**src/rtl/alu_accumulator.sv**
```systemverilog
// alu_accumulator: accumulator-based ALU fed from the register-select bus mux.
// Operand A is the accumulator (AC), operand B is bus_in. Single-cycle ops
// write AC at the accept edge; MUL runs a MUL_STEPS-step shift-add sequence
// with a busy/done handshake.
// Optional feature macro: ALU_CARRY_FLAG_EN adds the registered carry output
// and widens the multiply datapath to keep the product's upper half.
module alu_accumulator #(
  parameter int unsigned WIDTH     = 16,
  parameter int unsigned MUL_STEPS = 16
) (
  input  logic             clk,
  input  logic             reset_n,
  input  logic             start,
  input  logic [2:0]       alu_op,
  input  logic [WIDTH-1:0] bus_in,
  output logic [WIDTH-1:0] ac_out,
  output logic             busy,
  output logic             done,
  output logic             zero
`ifdef ALU_CARRY_FLAG_EN
  ,
  output logic             carry
`endif
);

  typedef enum logic [2:0] {
    OP_PASS = 3'b000,
    OP_ADD  = 3'b001,
    OP_SUB  = 3'b010,
    OP_INC  = 3'b011,
    OP_CLR  = 3'b100,
    OP_MUL  = 3'b101,
    OP_SHL  = 3'b110,
    OP_SHR  = 3'b111
  } op_e;

  typedef enum logic {
    S_IDLE = 1'b0,
    S_MUL  = 1'b1
  } state_e;

  // Product width: the full 2*WIDTH product only matters for the carry flag.
`ifdef ALU_CARRY_FLAG_EN
  localparam int unsigned PW = 2 * WIDTH;
`else
  localparam int unsigned PW = WIDTH;
`endif
  localparam int unsigned CW = (MUL_STEPS > 1) ? $clog2(MUL_STEPS) : 1;
  localparam logic [CW-1:0] CNT_LAST = CW'(MUL_STEPS - 1);

  state_e          state_q;
  logic [WIDTH-1:0] ac_q;
  logic             busy_q;
  logic             done_q;
  logic             zero_q;
  logic [PW-1:0]    mcand_q;
  logic [WIDTH-1:0] mplier_q;
  logic [PW-1:0]    prod_q;
  logic [CW-1:0]    cnt_q;
`ifdef ALU_CARRY_FLAG_EN
  logic             carry_q;
`endif

  // Bit WIDTH carries the carry/borrow/shifted-out bit for the single-cycle ops
  logic [WIDTH:0]   alu_res_d;
  logic [PW-1:0]    prod_d;

  // Single-cycle ALU result from the current AC and bus word
  always_comb begin
    alu_res_d = '0;
    case (op_e'(alu_op))
      OP_PASS: alu_res_d = {1'b0, bus_in};
      OP_ADD:  alu_res_d = {1'b0, ac_q} + {1'b0, bus_in};
      OP_SUB:  alu_res_d = {1'b0, ac_q} - {1'b0, bus_in};
      OP_INC:  alu_res_d = {1'b0, ac_q} + (WIDTH+1)'(1);
      OP_CLR:  alu_res_d = '0;
      OP_SHL:  alu_res_d = {ac_q, 1'b0};
      OP_SHR:  alu_res_d = {ac_q[0], 1'b0, ac_q[WIDTH-1:1]};
      default: alu_res_d = '0;
    endcase
  end

  // One shift-add step: the final step's sum is written straight into AC
  always_comb begin
    prod_d = prod_q;
    if (mplier_q[0]) prod_d = prod_q + mcand_q;
  end

`ifndef ALU_CARRY_FLAG_EN
  logic unused_carry;
  assign unused_carry = alu_res_d[WIDTH];
`endif

  // Control FSM, accumulator and flag registers
  always_ff @(posedge clk) begin
    if (!reset_n) begin
      state_q  <= S_IDLE;
      ac_q     <= '0;
      busy_q   <= 1'b0;
      done_q   <= 1'b0;
      zero_q   <= 1'b1;
      mcand_q  <= '0;
      mplier_q <= '0;
      prod_q   <= '0;
      cnt_q    <= '0;
`ifdef ALU_CARRY_FLAG_EN
      carry_q  <= 1'b0;
`endif
    end else begin
      case (state_q)
        S_IDLE: begin
          done_q <= 1'b0;
          if (start) begin
            if (op_e'(alu_op) == OP_MUL) begin
              mcand_q  <= PW'(bus_in);
              mplier_q <= ac_q;
              prod_q   <= '0;
              cnt_q    <= '0;
              busy_q   <= 1'b1;
              state_q  <= S_MUL;
            end else begin
              ac_q   <= alu_res_d[WIDTH-1:0];
              zero_q <= (alu_res_d[WIDTH-1:0] == '0);
              done_q <= 1'b1;
`ifdef ALU_CARRY_FLAG_EN
              carry_q <= alu_res_d[WIDTH];
`endif
            end
          end
        end
        S_MUL: begin
          done_q   <= 1'b0;
          prod_q   <= prod_d;
          mcand_q  <= mcand_q << 1;
          mplier_q <= mplier_q >> 1;
          cnt_q    <= cnt_q + 1'b1;
          if (cnt_q == CNT_LAST) begin
            ac_q    <= prod_d[WIDTH-1:0];
            zero_q  <= (prod_d[WIDTH-1:0] == '0);
            busy_q  <= 1'b0;
            done_q  <= 1'b1;
            state_q <= S_IDLE;
`ifdef ALU_CARRY_FLAG_EN
            carry_q <= |prod_d[PW-1:WIDTH];
`endif
          end
        end
        default: state_q <= S_IDLE;
      endcase
    end
  end

  assign ac_out = ac_q;
  assign busy   = busy_q;
  assign done   = done_q;
  assign zero   = zero_q;
`ifdef ALU_CARRY_FLAG_EN
  assign carry  = carry_q;
`endif

endmodule

```
**config.mk**
```make
export PLATFORM = sky130hd
export DESIGN_NAME = alu_accumulator
export DESIGN_NICKNAME = d
export VERILOG_FILES = /design/src/rtl/alu_accumulator.sv
export SDC_FILE = /design/constraint.sdc
export NUM_CORES = 1
export LEC_CHECK = 0
export BUFFER_PORTS_ARGS = -buffer_cell sky130_fd_sc_hd__buf_2
export CAP_MARGIN = 20
export CORE_MARGIN = 8
export CORE_UTILIZATION = 65
export CTS_BUF_LIST = sky130_fd_sc_hd__clkbuf_4 sky130_fd_sc_hd__clkbuf_8
export DETAILED_ROUTE_END_ITERATION = 6
export PLACE_DENSITY = 0.88
export SLEW_MARGIN = 10
export SYNTH_ARGS = -nofsm -noshare
export SYNTH_HDL_FRONTEND = slang
export SYNTH_SLANG_ARGS = --single-unit
```
**constraint.sdc**
```tcl
create_clock -name clk -period 8.2 [get_ports clk]
set_clock_uncertainty 0.1 [all_clocks]
set_input_delay 1.64 -clock clk [delete_from_list [all_inputs] [get_ports clk]]
set_output_delay 1.64 -clock clk [all_outputs]
set_load 0.05 [all_outputs]
```
* After elaboration in Yosys (flattened, before gate mapping)
Cells that the tools add are included.
Storage, ports and cells: register bits 72, input bits 22, output and inout bits 19, word-level logic and storage cells 66
Cells by class: add/subtract/negate cells 5, eq/ne operators 11, mux-type cells 34, bitwise operators 1, reduce and logical (&&, ||, !) cells 6
Operator list (count):
- $mux 16 | 10
- $pmux 16 s2 | 4
- $pmux 16 s6 | 1
- $add 16x16->16 | 2
- $logic_not 16->1 | 2
- $add 16x1->16 const B | 1
- $sub 16x16->16 | 1
- $mux 1 | 12
- $eq 3x3->1 const B | 3
- $mux 4 | 2
- $pmux 1 s2 | 4
- $pmux 4 s2 | 1
- $eq 3x2->1 const B | 2
- $ne 2x2->1 const B | 3
- $reduce_and 3->1 | 2
- $add 4x1->4 const B | 1
- $eq 4x4->1 const B | 1
- $eq 3x1->1 const B | 1
- $logic_not 3->1 | 1
- $ne 2x1->1 const B | 1
- $reduce_and 2->1 | 1
- $not 1->1 | 1

* Depth between registers and ports, before layout
word-level depth 6, gate-level depth with buffers 18, mapped depth without buffers 17

* Worst setup path before layout
OpenSTA, ideal clock, no wires.
path kind input-to-reg, start input port alu_op[2], end register zero_q (netlist: zero), library setup time 73 ps, data arrival time 5690 ps, required time 8027 ps, path slack 2337 ps, cell stages on the path 18, path buffers 5, path through clkbuf_1 -> clkbuf_1 -> nand2b_1 -> clkbuf_1 -> clkbuf_1 -> clkbuf_1 -> nand2_1 -> o21ai_0 -> ha_1 -> and3_1 -> a2111oi_4 -> a211oi_1 -> or3_4 -> a31oi_4 -> xnor2_1 -> a221oi_2 -> or3b_1 -> o211ai_2
Between the ends: cells in the longest elaborated chain, start to end 6, elaborated cells on any way between the ends 14, classes of those cells eq/ne (7); mux (4); reduce/logical (3)
RTL lines:
- from (decl) | RTL line 14 | input logic [2:0] alu_op,
- $eq 3x3->1 (tied with other cells) | RTL line 71 | case (op_e'(alu_op))
- $pmux 16 s6 | RTL line 71
- $logic_not 16->1 | RTL line 123 | zero_q <= (alu_res_d[WIDTH-1:0] == '0);
- $mux 1 | RTL line 114 | if (op_e'(alu_op) == OP_MUL) begin
- $mux 1 | RTL line 113 | if (start) begin
- $pmux 1 s2 | RTL line 110 | case (state_q)
- to (signal assigned) | RTL line 123
- to (signal assigned) | RTL line 139 | zero_q <= (prod_d[WIDTH-1:0] == '0);
- to (decl) | RTL line 55 | logic zero_q;
Parallel ways exist; a longest one is shown, timed or not. The select of a mux whose other input is x is not followed. A chain may end at the register's enable or synchronous reset.

* Worst setup path in the final report
Ends and elaborated chain as after synthesis.

==> metrics.txt <==
Worst-Margin Slew=1.11 ns; Die Ht=110 um; mean post-synth cell area=7.08 um^2; clk sinks=72; global-route wire length before repair=26,300 um; register area share after synthesis=25.1%; EDFF count, synth=0; Post-Syn Instances=812; Clk Latency, worst-skew pair=0.35 ns; adder-cell share of the synthesized area=8.31%; Static Leak=0.00253 uW; Row Count=34; final setup violating endpoints=0; routed via count=6,014; Critical path origin=alu_op[2]; GR Util All Layers=27.2%; Initial Util=66.6%; worst hold path type=reg2reg; num ports=41; min-delay src=mplier_q[15]; fmax=0.176 GHz; clock root buffer=clkbuf_8; syn_nets=871; port bufs=40; initial antenna violation count=0; status=finished clean; Setup WS pre-CTS=2.26 ns; # diodes=0; Reg-to-Reg Start=mcand_q[0]; unrepaired setup endpoints after global routing=false; Final Max Slew Viols=0; critical path peak fanout=29; total die area=12,100 um^2; worst vdd ir=0.155 mV; top post-synthesis cells by area=dfxtp_1 25%, a21oi_1 10%, nand2_1 9.4%, ha_1 7.6%, nor2_1 5.9%; DRC errors left=0; drt first pass iters=5; total clock buffers created by CTS=9; number of synthesized register bits=72; core box area=8640 um^2; Remaining Overflow, GRT=0; Area Overhead vs Synth=7.33%; Hold Buf Count CTS=0; CP arrival=5.86 ns; Mapped Area=5750 um^2; Clock Tree Buf Depth=2; setup TNS=0 ns; Synth Area in Simple Gates=26.7%; crit end category=flop; Compound-Gate Fraction of Synth Area=26.0%; fraction of layout cells with a size suffix above 1=9.62%; Pwr Total=902 uW; fin util=71.5%; H-Tree Depth=3; die width=110 um; Hold Slack=0.377 ns; final RePlAce weighted congestion=0.957; largest family of logic cells by synthesized area=simple AND/OR/NAND/NOR gates; CTS tree=built; WL/cell=17.5 um; DR iter-0 viols=522; Post-Synth XOR/XNOR Area=2.59%; worst setup margin=2.51 ns; Detailed Place HPWL=11,700 um; post-synth top area share=25.1%; distinct cell type count after synthesis=63; multiplexer area fraction after synthesis=6.98%; Post-synth ARST share=0%; clk slew on worst S/H paths=0.08 ns; setup bufs post-CTS=0; yosys warns=0; Max Cap Viol=0; vias per cell=6.47; Worst Path Required=8.38 ns; Final Hold Fails=0; crit path launch type=primary input; leading area contributor after synthesis=dfxtp_1; PostCTS Resize Cnt=0; antenna-violating nets left=0; Main synth FF type=dfxtp_1; post-layout min period=5.69 ns; Rel. slew slack=25.1%; power per standard cell area=146 nW/um^2; WS Path Type=in2reg; DRT Wirelength=16,200 um; fin nets=875; maximum number of pins on one net before global-route repair=89; vias in the first global route=5,512; final cycle utilization of the critical path=69.4%
## layer usage
layer	vias to the layer above	GRT usage, %	wire length, um
met5	-	0	0
met4	0	13.3	640
met3	53	4.65	1280
met2	277	44.7	7540
met1	2771	33.6	6780
li1	2913	-	-
## cells by family (layout without fill, tap and decap cells)
logic type                 Yosys count  count (layout)
muxes                               39              39
and+or+nand+nor                    339             339
xor gates and xnor gates            17              17
DFF                                 72              72
AOI/OAI and AO/OA                  240             240
buffers and inverters               68              77
adders and majority gates           37              37
## final cells by class
class / instances / area, um^2
clock buffers: 10 / 138
clock inverters: 6 / 90.1
fillers: 693 / 2460
inverters: 16 / 60.1
multi-input cells: 672 / 4060
flip-flops and latches: 72 / 1450
well taps: 108 / 135
repair buffers: 45 / 250
## sequential cells by signal, indices dropped and copies added (netlist names)
register	cells
mplier_q	16
state_q	1
busy	1
mcand_q	16
prod_q	16
ac_out	16
done	1
cnt_q	4
zero	1
## cell usage after synthesis (all sizes together), types with 2 or more instances
cell / number
o31a: 4
nand3b: 4
a2111oi: 3
a311oi: 2
a21oi: 119
clkbuf: 46
a22oi: 3
mux2i: 30
nand3: 13
nor3b: 6
a21o: 7
nor3: 21
nand2: 144
and3: 9
inv: 16
o21a: 7
a221oi: 6
or3: 8
fa: 2
nand2b: 11
and2: 8
o2111ai: 4
nor2b: 5
and4: 2
buf: 6
dfxtp: 72
a41oi: 4
ha: 35
nand4: 4
o21ai: 33
a31oi: 7
o22ai: 5
o31ai: 6
nor4: 5
a211oi: 11
or4: 2
nor2: 91
o211ai: 9
or3b: 2
xnor2: 11
xor2: 6
mux2: 9
o21bai: 2
## where the power goes
part	internal (uW)	leakage, uW	total, uW	switching, uW
logic	70.6	0.00183	202	132
registers	359	0.000584	377	18.0
clock network	181	0.000113	323	141
## cell usage in the layout, fill, tap and decap left out, types with 3 or more instances in the layout
cell | synthesis | routed
a221oi_1 | 5 | 5
nor2_1 | 91 | 91
mux2_2 | 8 | 8
and3_1 | 8 | 8
nor4_1 | 5 | 5
xnor2_1 | 11 | 11
o31ai_1 | 6 | 6
a21oi_1 | 119 | 119
inv_1 | 16 | 15
o31a_1 | 4 | 4
nor2b_1 | 5 | 5
nand4_1 | 4 | 4
o22ai_1 | 5 | 5
mux2i_1 | 30 | 30
nand3b_1 | 4 | 4
a41oi_1 | 4 | 4
nand2_1 | 144 | 144
a31oi_1 | 6 | 6
nand2b_1 | 11 | 11
a22oi_1 | 3 | 3
o2111ai_1 | 4 | 4
o21ai_1 | 4 | 4
nand3_1 | 13 | 13
o21ai_0 | 29 | 29
buf_2 | 0 | 40
buf_4 | 0 | 4
a211oi_1 | 11 | 11
dfxtp_1 | 72 | 71
and2_1 | 8 | 8
o21a_1 | 7 | 7
o211ai_1 | 8 | 8
xor2_1 | 6 | 6
clkbuf_8 | 0 | 10
ha_1 | 35 | 35
nor3_1 | 21 | 21
nor3b_1 | 6 | 6
or3_1 | 7 | 7
a21o_1 | 7 | 7
## final timing paths
path / to / slack [ns] / cells past startpoint
max: zero / 2.51 / 15
min: mplier_q[15] / 0.38 / 2
max reg2reg: zero / 4.75 / 11
min reg2reg: mplier_q[15] / 0.38 / 2
## stage by stage
step	std cells	instance area, um^2
floorplan	812	5750
global placement	912	5930
detailed placement	912	5930
CTS	928	6150
global route	929	6170
finish	929	6170
## critical path: stages
cell	delay (ns)
buf_2	0.31
nand2b_1	0.82
a211oi_1	0.10
a31oi_1	0.18
o21ai_0	0.10
ha_1	0.37
and3_1	0.21
a2111oi_4	0.42
a211oi_1	0.20
or3_4	0.44
a31oi_4	0.17
xnor2_1	0.10
a221oi_2	0.26
or3b_1	0.39
o211ai_2	0.14
No activity file was read; power rests on OpenSTA's default activity.
